`src/rtl/mips_mem_arbiter.sv`:
```
// Arbiter that shares one single-ported synchronous memory between the
// instruction-fetch port and the load/store port of mips_top.
module mips_mem_arbiter #(
    parameter int ADDR_W     = 32,
    parameter int DATA_W     = 32,
    parameter int MEM_LAT    = 2,
    parameter int MAX_DGRANT = 4
) (
    input  logic              clk,
    input  logic              reset,
    input  logic              i_req,
    input  logic [ADDR_W-1:0] i_addr,
    output logic [DATA_W-1:0] i_rdata,
    output logic              i_valid,
    input  logic              d_req,
    input  logic              d_we,
    input  logic [ADDR_W-1:0] d_addr,
    input  logic [DATA_W-1:0] d_wdata,
    output logic [DATA_W-1:0] d_rdata,
    output logic              d_valid,
    output logic              mem_en,
    output logic              mem_we,
    output logic [ADDR_W-1:0] mem_addr,
    output logic [DATA_W-1:0] mem_wdata,
    input  logic [DATA_W-1:0] mem_rdata,
    output logic              stall,
    output logic              busy
);

    typedef enum logic [1:0] {S_IDLE, S_ISSUE, S_WAIT, S_RESP} state_t;

    localparam logic [3:0] LP_LAT  = 4'(MEM_LAT);
    localparam logic [3:0] LP_DMAX = 4'(MAX_DGRANT);

    state_t            r_state;
    state_t            w_state_next;
    logic [3:0]        r_wcnt;
    logic [3:0]        r_dcount;
    logic              r_owner_d;
    logic              r_we;
    logic              r_mem_en;
    logic              r_mem_we;
    logic [ADDR_W-1:0] r_mem_addr;
    logic [DATA_W-1:0] r_mem_wdata;
    logic [DATA_W-1:0] r_i_rdata;
    logic [DATA_W-1:0] r_d_rdata;
    logic              r_i_valid;
    logic              r_d_valid;
    logic              w_grant_d;
    logic              w_grant_i;

    // Data first; a waiting fetch is forced ahead once the data port has
    // won MAX_DGRANT contended grants in a row.
    always_comb begin
        w_grant_d = 1'b0;
        w_grant_i = 1'b0;
        if (r_state == S_IDLE) begin
            if (d_req && i_req) begin
                if (r_dcount == LP_DMAX) w_grant_i = 1'b1;
                else                     w_grant_d = 1'b1;
            end else if (d_req) begin
                w_grant_d = 1'b1;
            end else if (i_req) begin
                w_grant_i = 1'b1;
            end
        end
    end

    always_ff @(posedge clk or posedge reset) begin
        if (reset) r_state <= S_IDLE;
        else       r_state <= w_state_next;
    end

    always_comb begin
        w_state_next = r_state;
        case (r_state)
            S_IDLE:  if (w_grant_d || w_grant_i) w_state_next = S_ISSUE;
            S_ISSUE: w_state_next = r_we ? S_RESP : S_WAIT;
            S_WAIT:  if (r_wcnt == 4'd1) w_state_next = S_RESP;
            S_RESP:  w_state_next = S_IDLE;
            default: w_state_next = S_IDLE;
        endcase
    end

    always_ff @(posedge clk or posedge reset) begin
        if (reset) begin
            r_wcnt      <= '0;
            r_dcount    <= '0;
            r_owner_d   <= 1'b0;
            r_we        <= 1'b0;
            r_mem_en    <= 1'b0;
            r_mem_we    <= 1'b0;
            r_mem_addr  <= '0;
            r_mem_wdata <= '0;
            r_i_rdata   <= '0;
            r_d_rdata   <= '0;
            r_i_valid   <= 1'b0;
            r_d_valid   <= 1'b0;
        end else begin
            r_mem_en  <= 1'b0;
            r_i_valid <= 1'b0;
            r_d_valid <= 1'b0;
            case (r_state)
                S_IDLE: begin
                    if (w_grant_d) begin
                        r_owner_d   <= 1'b1;
                        r_we        <= d_we;
                        r_mem_en    <= 1'b1;
                        r_mem_we    <= d_we;
                        r_mem_addr  <= d_addr;
                        r_mem_wdata <= d_wdata;
                        if (!i_req)                r_dcount <= '0;
                        else if (r_dcount < LP_DMAX) r_dcount <= r_dcount + 4'd1;
                    end else if (w_grant_i) begin
                        r_owner_d  <= 1'b0;
                        r_we       <= 1'b0;
                        r_mem_en   <= 1'b1;
                        r_mem_we   <= 1'b0;
                        r_mem_addr <= i_addr;
                        r_dcount   <= '0;
                    end
                end
                S_ISSUE: begin
                    r_mem_we <= 1'b0;
                    r_wcnt   <= LP_LAT;
                    if (r_we) r_d_valid <= 1'b1;
                end
                S_WAIT: begin
                    r_wcnt <= r_wcnt - 4'd1;
                    if (r_wcnt == 4'd1) begin
                        if (r_owner_d) begin
                            r_d_rdata <= mem_rdata;
                            r_d_valid <= 1'b1;
                        end else begin
                            r_i_rdata <= mem_rdata;
                            r_i_valid <= 1'b1;
                        end
                    end
                end
                default: ;
            endcase
        end
    end

    assign mem_en    = r_mem_en;
    assign mem_we    = r_mem_we;
    assign mem_addr  = r_mem_addr;
    assign mem_wdata = r_mem_wdata;
    assign i_rdata   = r_i_rdata;
    assign d_rdata   = r_d_rdata;
    assign i_valid   = r_i_valid;
    assign d_valid   = r_d_valid;
    assign stall     = (i_req & ~r_i_valid) | (d_req & ~r_d_valid);
    assign busy      = (r_state != S_IDLE);

endmodule

```
`config.mk`:
```
export PLATFORM = sky130hd
export DESIGN_NAME = mips_mem_arbiter
export DESIGN_NICKNAME = d
export VERILOG_FILES = /design/src/rtl/mips_mem_arbiter.sv
export SDC_FILE = /design/constraint.sdc
export NUM_CORES = 1
export LEC_CHECK = 0
export CAP_MARGIN = 5
export CORE_MARGIN = 1
export CORE_UTILIZATION = 42
export CTS_CLUSTER_DIAMETER = 100
export DETAILED_ROUTE_END_ITERATION = 10
export HOLD_SLACK_MARGIN = 0.02
export PLACE_DENSITY = 0.92
export SLEW_MARGIN = 20
export SYNTH_ARGS = -nofsm -noshare
export SYNTH_HDL_FRONTEND = slang
export SYNTH_SLANG_ARGS = --single-unit
```
`constraint.sdc`:
```
create_clock -name clk -period 6.4 [get_ports clk]
set_clock_uncertainty 0.05 [all_clocks]
set_input_delay 1.6 -clock clk [delete_from_list [all_inputs] [get_ports clk]]
set_output_delay 1.6 -clock clk [all_outputs]
set_load 0.02 [all_outputs]
```
# Word-level counts from Yosys, hierarchy flattened
# Cells that the tools add are included.
# word_totals
in_bits,133
register_bits,144
# classes
n_eq_ne,9
bitwise,6
mux,34
magnitude_cmp,1
reduce_logical,14
n_addsub,2
# ops
op,n
32-bit 2-to-1 mux,2
1-bit 2-to-1 mux,22
4-bit 2-to-1 mux,4
3-bit AND reduction,3
2-bit case mux with 4 select lines,1
4-bit case mux with 2 select lines,1
2-bit AND reduction,4
2-bit nonzero test,4
"4-bit by 1-bit adder with 4-bit output, second input constant",1
"2-bit equality test, second input constant",2
"4-bit by 1-bit equality test with 1-bit output, second input constant",1
"4-bit by 3-bit equality test with 1-bit output, second input constant",1
"4-bit by 3-bit < comparator with 1-bit output, second input constant",1
2-bit 2-to-1 mux,2
1-bit case mux with 2 select lines,2
"4-bit by 1-bit subtractor with 4-bit output, second input constant",1
"3-bit by 2-bit inequality test with 1-bit output, second input constant",1
"3-bit inequality test, second input constant",1
1-bit inverter,3
1-bit bitwise AND,2
"2-bit by 1-bit equality test with 1-bit output, second input constant",1
2-bit logical NOT,1
"2-bit by 1-bit inequality test with 1-bit output, second input constant",1
"2-bit inequality test, second input constant",1
other kinds (3),3

# Logic depth before layout (Yosys ltp)
# depth
depth_word,7
ltp_mapped,8

# Least setup slack after synthesis
# Ideal clock, no wire load.
# synth_path
kind,input port to output port
from,input i_req
to,output stall
t_arrival_ps,2166
path_slack_ps,2584
cell_stages,3
t_required_ps,4750
n_path_buf,1
cell_sequence,buf_4 -> inv_1 -> o22ai_1
# synth_via
elab_chain_len,2
# synth_lines
element,line_no,text
start: declaration,11,"input logic i_req,"
1-bit bitwise AND,153,assign stall = (i_req & ~r_i_valid) | (d_req & ~r_d_valid);
1-bit bitwise OR,153,
end: declaration,26,"output logic stall,"
# No other way between the ends.

# Final worst setup path
# Ends and elaborated chain as after synthesis.

==> flow_metrics.py <==
metrics = {
    "timing": {
        "worst_pin_slew_ps": 883,
        "relSlewSlack_pct": 41.1,
        "hold-worst-slack_ps": 422,
        "fmax_ghz": 0.208,
        "fin_setup_tns_ps": 0,
        "slew_viol_final": 0,
        "rsz0062_at_grt": "no",
        "fin_crit_ps": 4820,
        "setup_viol": 0,
        "finalHoldViolCount": 0,
        "period_share_pct": 75.3,
    },
    "clock_tree": {
        "cts_resized": 0,
        "cts_max_path_buffers": 2,
        "cts_tree": "done",
        "htree_levels": 4,
        "clk_pin_slew_ps": 60,
        "clock_sinks": 144,
        "cts_buffers": 17,
        "postCtsHoldBufs": 0,
        "clk_latency_ps": 410,
        "clock-root-buffer": "clkbuf_16",
        "postCtsSetupRepairBufs": 0,
    },
    "worst_setup_path": {
        "cp_num_buf_inv": 3,
        "cp_num_cells": 4,
        "critPathSlowestCell": "clkdlybuf4s50_1",
        "crit_type": "primary input to output pin",
        "crit_required_ps": 4750,
        "r2r_end": "mem_addr[14]$_DFFE_PP0P_",
        "cp.arrival_ps": 3170,
        "start_kind": "primary input",
        "r2r_setup_slack_ps": 3820,
        "r2r_start": "r_state[0]$_DFFE_PP0P_",
        "crit_family": "buffers and inverters",
        "crit_path_start": "i_req",
        "reg2reg_depth": 7,
        "endpoint": "stall",
        "crit_chain": "clkdlybuf4s50_1, inv_1, o22ai_1, clkdlybuf4s50_1",
        "cp_common_cell": "clkdlybuf4s50_1",
        "worstPathMaxFanout": 9,
        "crit_path_end_kind": "output pin",
        "max_stage_delay_ps": 650,
    },
    "power": {
        "switching_share_pct": 36.1,
        "power.total_uw": 4590,
        "pwr-share-comb_pct": 43.6,
        "power.clock.fraction_pct": 23.9,
        "seqPwrFrac_pct": 32.5,
        "internal-power_uw": 2930,
        "p_sw_uw": 1660,
        "p_leak_uw": 0.00423,
        "ir_drop_mv": 0.309,
        "power_density_nw_per_um2": 492,
    },
    "routing": {
        "dr.pass1.iters": 5,
        "routed_wirelength_um": 17500,
        "drt_iter0_drc": 209,
        "ant_nets": 0,
        "vias": 5022,
        "routedWlPerCell_um": 17.8,
        "drc": 0,
        "viasPerCell": 5.10,
    },
    "placement": {
        "io_buffer_count": 266,
        "gp_congestion": 0.771,
        "post-place-cells": 952,
        "hpwl_um": 11800,
    },
    "synthesis": {
        "synth_area_um2": 5900,
        "syn_inst": 532,
        "yosysWarnings": 0,
        "yosysSeqAreaShare_pct": 61.1,
        "synth_fp_nets": 672,
        "ys_types": 36,
        "avgSynthCellArea_um2": 11.1,
        "synth_seq_cells": 144,
    },
    "floorplan": {
        "io-pin-count": 267,
        "num_rows": 42,
        "dieArea_um2": 14500,
        "die_h_um": 121,
        "fp.dieW_um": 121,
        "start_util_pct": 43.9,
        "core_um2": 13500,
    },
    "worst_hold_path": {
        "min_path_type": "flip-flop to flip-flop",
        "hp-start": "mem_wdata[18]$_DFFE_PP0P_",
    },
    "final_layout": {
        "area_growth_pct": 58.0,
        "final_cells": 984,
        "seqCellArea_um2": 3600,
        "n_antenna_cell": 0,
        "drive_gt1_share_pct": 13.7,
        "multi_input_area_um2": 2070,
        "fin_nets": 935,
        "nFillCells": 973,
        "post-route-util_pct": 69.3,
    },
    "grt": {
        "grt-ovfl-total": 0,
        "grt_max_degree": 101,
        "grt_pass1_vias": 5382,
        "grtUsageTotal_pct": 24.9,
        "antenna_found_initial": 0,
        "grt_pass1_wl_um": 27500,
    },
    "run": {
        "drv_cap": 0,
    },
    "run_status": {
        "status": "complete, no violations",
    },
}
layout by cell type (no fill, tap or decap), drive strengths merged, types with 3 or more instances in the layout:
cell / netlist / final
clkdlybuf4s50: 0 / 266
dfrtp: 144 / 144
nand2: 136 / 136
a21oi: 66 / 66
mux2: 66 / 66
nor2: 37 / 37
clkbuf: 13 / 20
inv: 14 / 15
ha: 7 / 7
buf: 15 / 6
o21ai: 6 / 6
bufinv: 0 / 5
clkinv: 0 / 4
nand3: 3 / 3
sequential cells by signal, summed over array words and instances (netlist names):
name       count
r_owner_d      1
mem_we         1
i_valid        1
r_dcount       4
d_rdata       32
r_state        2
r_wcnt         4
r_we           1
mem_addr      32
mem_wdata     32
d_valid        1
mem_en         1
i_rdata       32
how the worst min path moves through the flow:
stage / to / slack, ps / cells past startpoint
5_1_grt: mem_wdata[3]$_DFFE_PP0P_ / 450 / 2
2_1_floorplan: r_we$_DFFE_PP0P_ / 400 / 2
4_1_cts: mem_wdata[21]$_DFFE_PP0P_ / 430 / 2
6_report: mem_wdata[18]$_DFFE_PP0P_ / 420 / 2
3_3_place_gp: mem_wdata[30]$_DFFE_PP0P_ / 410 / 2
3_5_place_dp: mem_wdata[3]$_DFFE_PP0P_ / 410 / 2
worst min-delay path, stage by stage, from the launching register on:
cell and delay (ps):
dfrtp_1 340, nand2_1 50, nand2_1 60
cells by family (layout without fill, tap and decap cells):
kind of cell             Yosys count  in the layout  share of synthesized area, %
AND/OR/NAND/NOR                  187            187                          12.9
flip-flops                       144            144                          61.1
AO/OA/AOI/OAI                     85             85                          7.93
multiplexers                      67             67                          12.8
buffers and inverters             42            318                          3.84
adder cells (fa/ha/maj)            7              7                          1.48
final cells by class:
cell class,count,area share [%]
multi-input cells,346,22.2
well taps,176,2.36
clock inverters,12,2.20
inverters,14,0.617
flip-flops and latches,144,38.6
repair buffers,272,29.0
clock buffers,20,4.90
Yosys cell counts (all sizes together):
| master | number | share of area [%] |
|---|---|---|
| nor4 | 1 | 0.36 |
| nand2b | 1 | 0.11 |
| buf | 15 | 2.1 |
| nand4 | 2 | 0.32 |
| o211ai | 1 | 0.13 |
| o21a | 2 | 0.25 |
| o31a | 1 | 0.15 |
| nor2 | 37 | 2.4 |
| o22ai | 2 | 0.21 |
| and2 | 2 | 0.21 |
| a32o | 1 | 0.17 |
| a31oi | 2 | 0.21 |
| nand2 | 136 | 8.7 |
| o22a | 1 | 0.15 |
| ha | 7 | 1.5 |
| o31ai | 1 | 0.21 |
| nand4b | 2 | 0.30 |
| o21ai | 6 | 0.57 |
| a21boi | 1 | 0.13 |
| mux2 | 66 | 13 |
| nand3b | 1 | 0.13 |
| a21oi | 66 | 5.6 |
| nand3 | 3 | 0.25 |
| inv | 14 | 0.89 |
| nor3 | 2 | 0.17 |
| o2111ai | 1 | 0.15 |
| mux2i | 1 | 0.17 |
| dfrtp | 144 | 61 |
| clkbuf | 13 | 0.83 |
metrics by stage:
stage / cell area (um^2) / setup slack [ps]
3_5_place_dp: 8660 / 1580
4_1_cts: 9320 / 1580
5_1_grt: 9320 / 1470
3_3_place_gp: 8660 / 1620
2_1_floorplan: 5900 / 884
6_report: 9320 / 1580
layer usage:
layer | track usage, % | share of wire (%) | routed length (um) | up-vias
met1 | 26.2 | 36 | 6250 | 2451
li1 | - | - | - | 2302
met4 | 10.1 | 2.6 | 453 | 0
met3 | 10.3 | 11 | 1880 | 37
met2 | 44.0 | 51 | 8960 | 232
met5 | 0 | 0 | 0 | -
power by group through the flow:
stage / Sequential (uW) / Clock (uW) / Combinational (uW)
2_1_floorplan: 1890 / 0 / 614
3_3_place_gp: 1470 / 0 / 1940
3_5_place_dp: 1490 / 0 / 1990
6_report: 1490 / 1100 / 2000
4_1_cts: 1490 / 1120 / 2010
5_1_grt: 1530 / 1160 / 2140
Power figures use the tool's default switching activity.
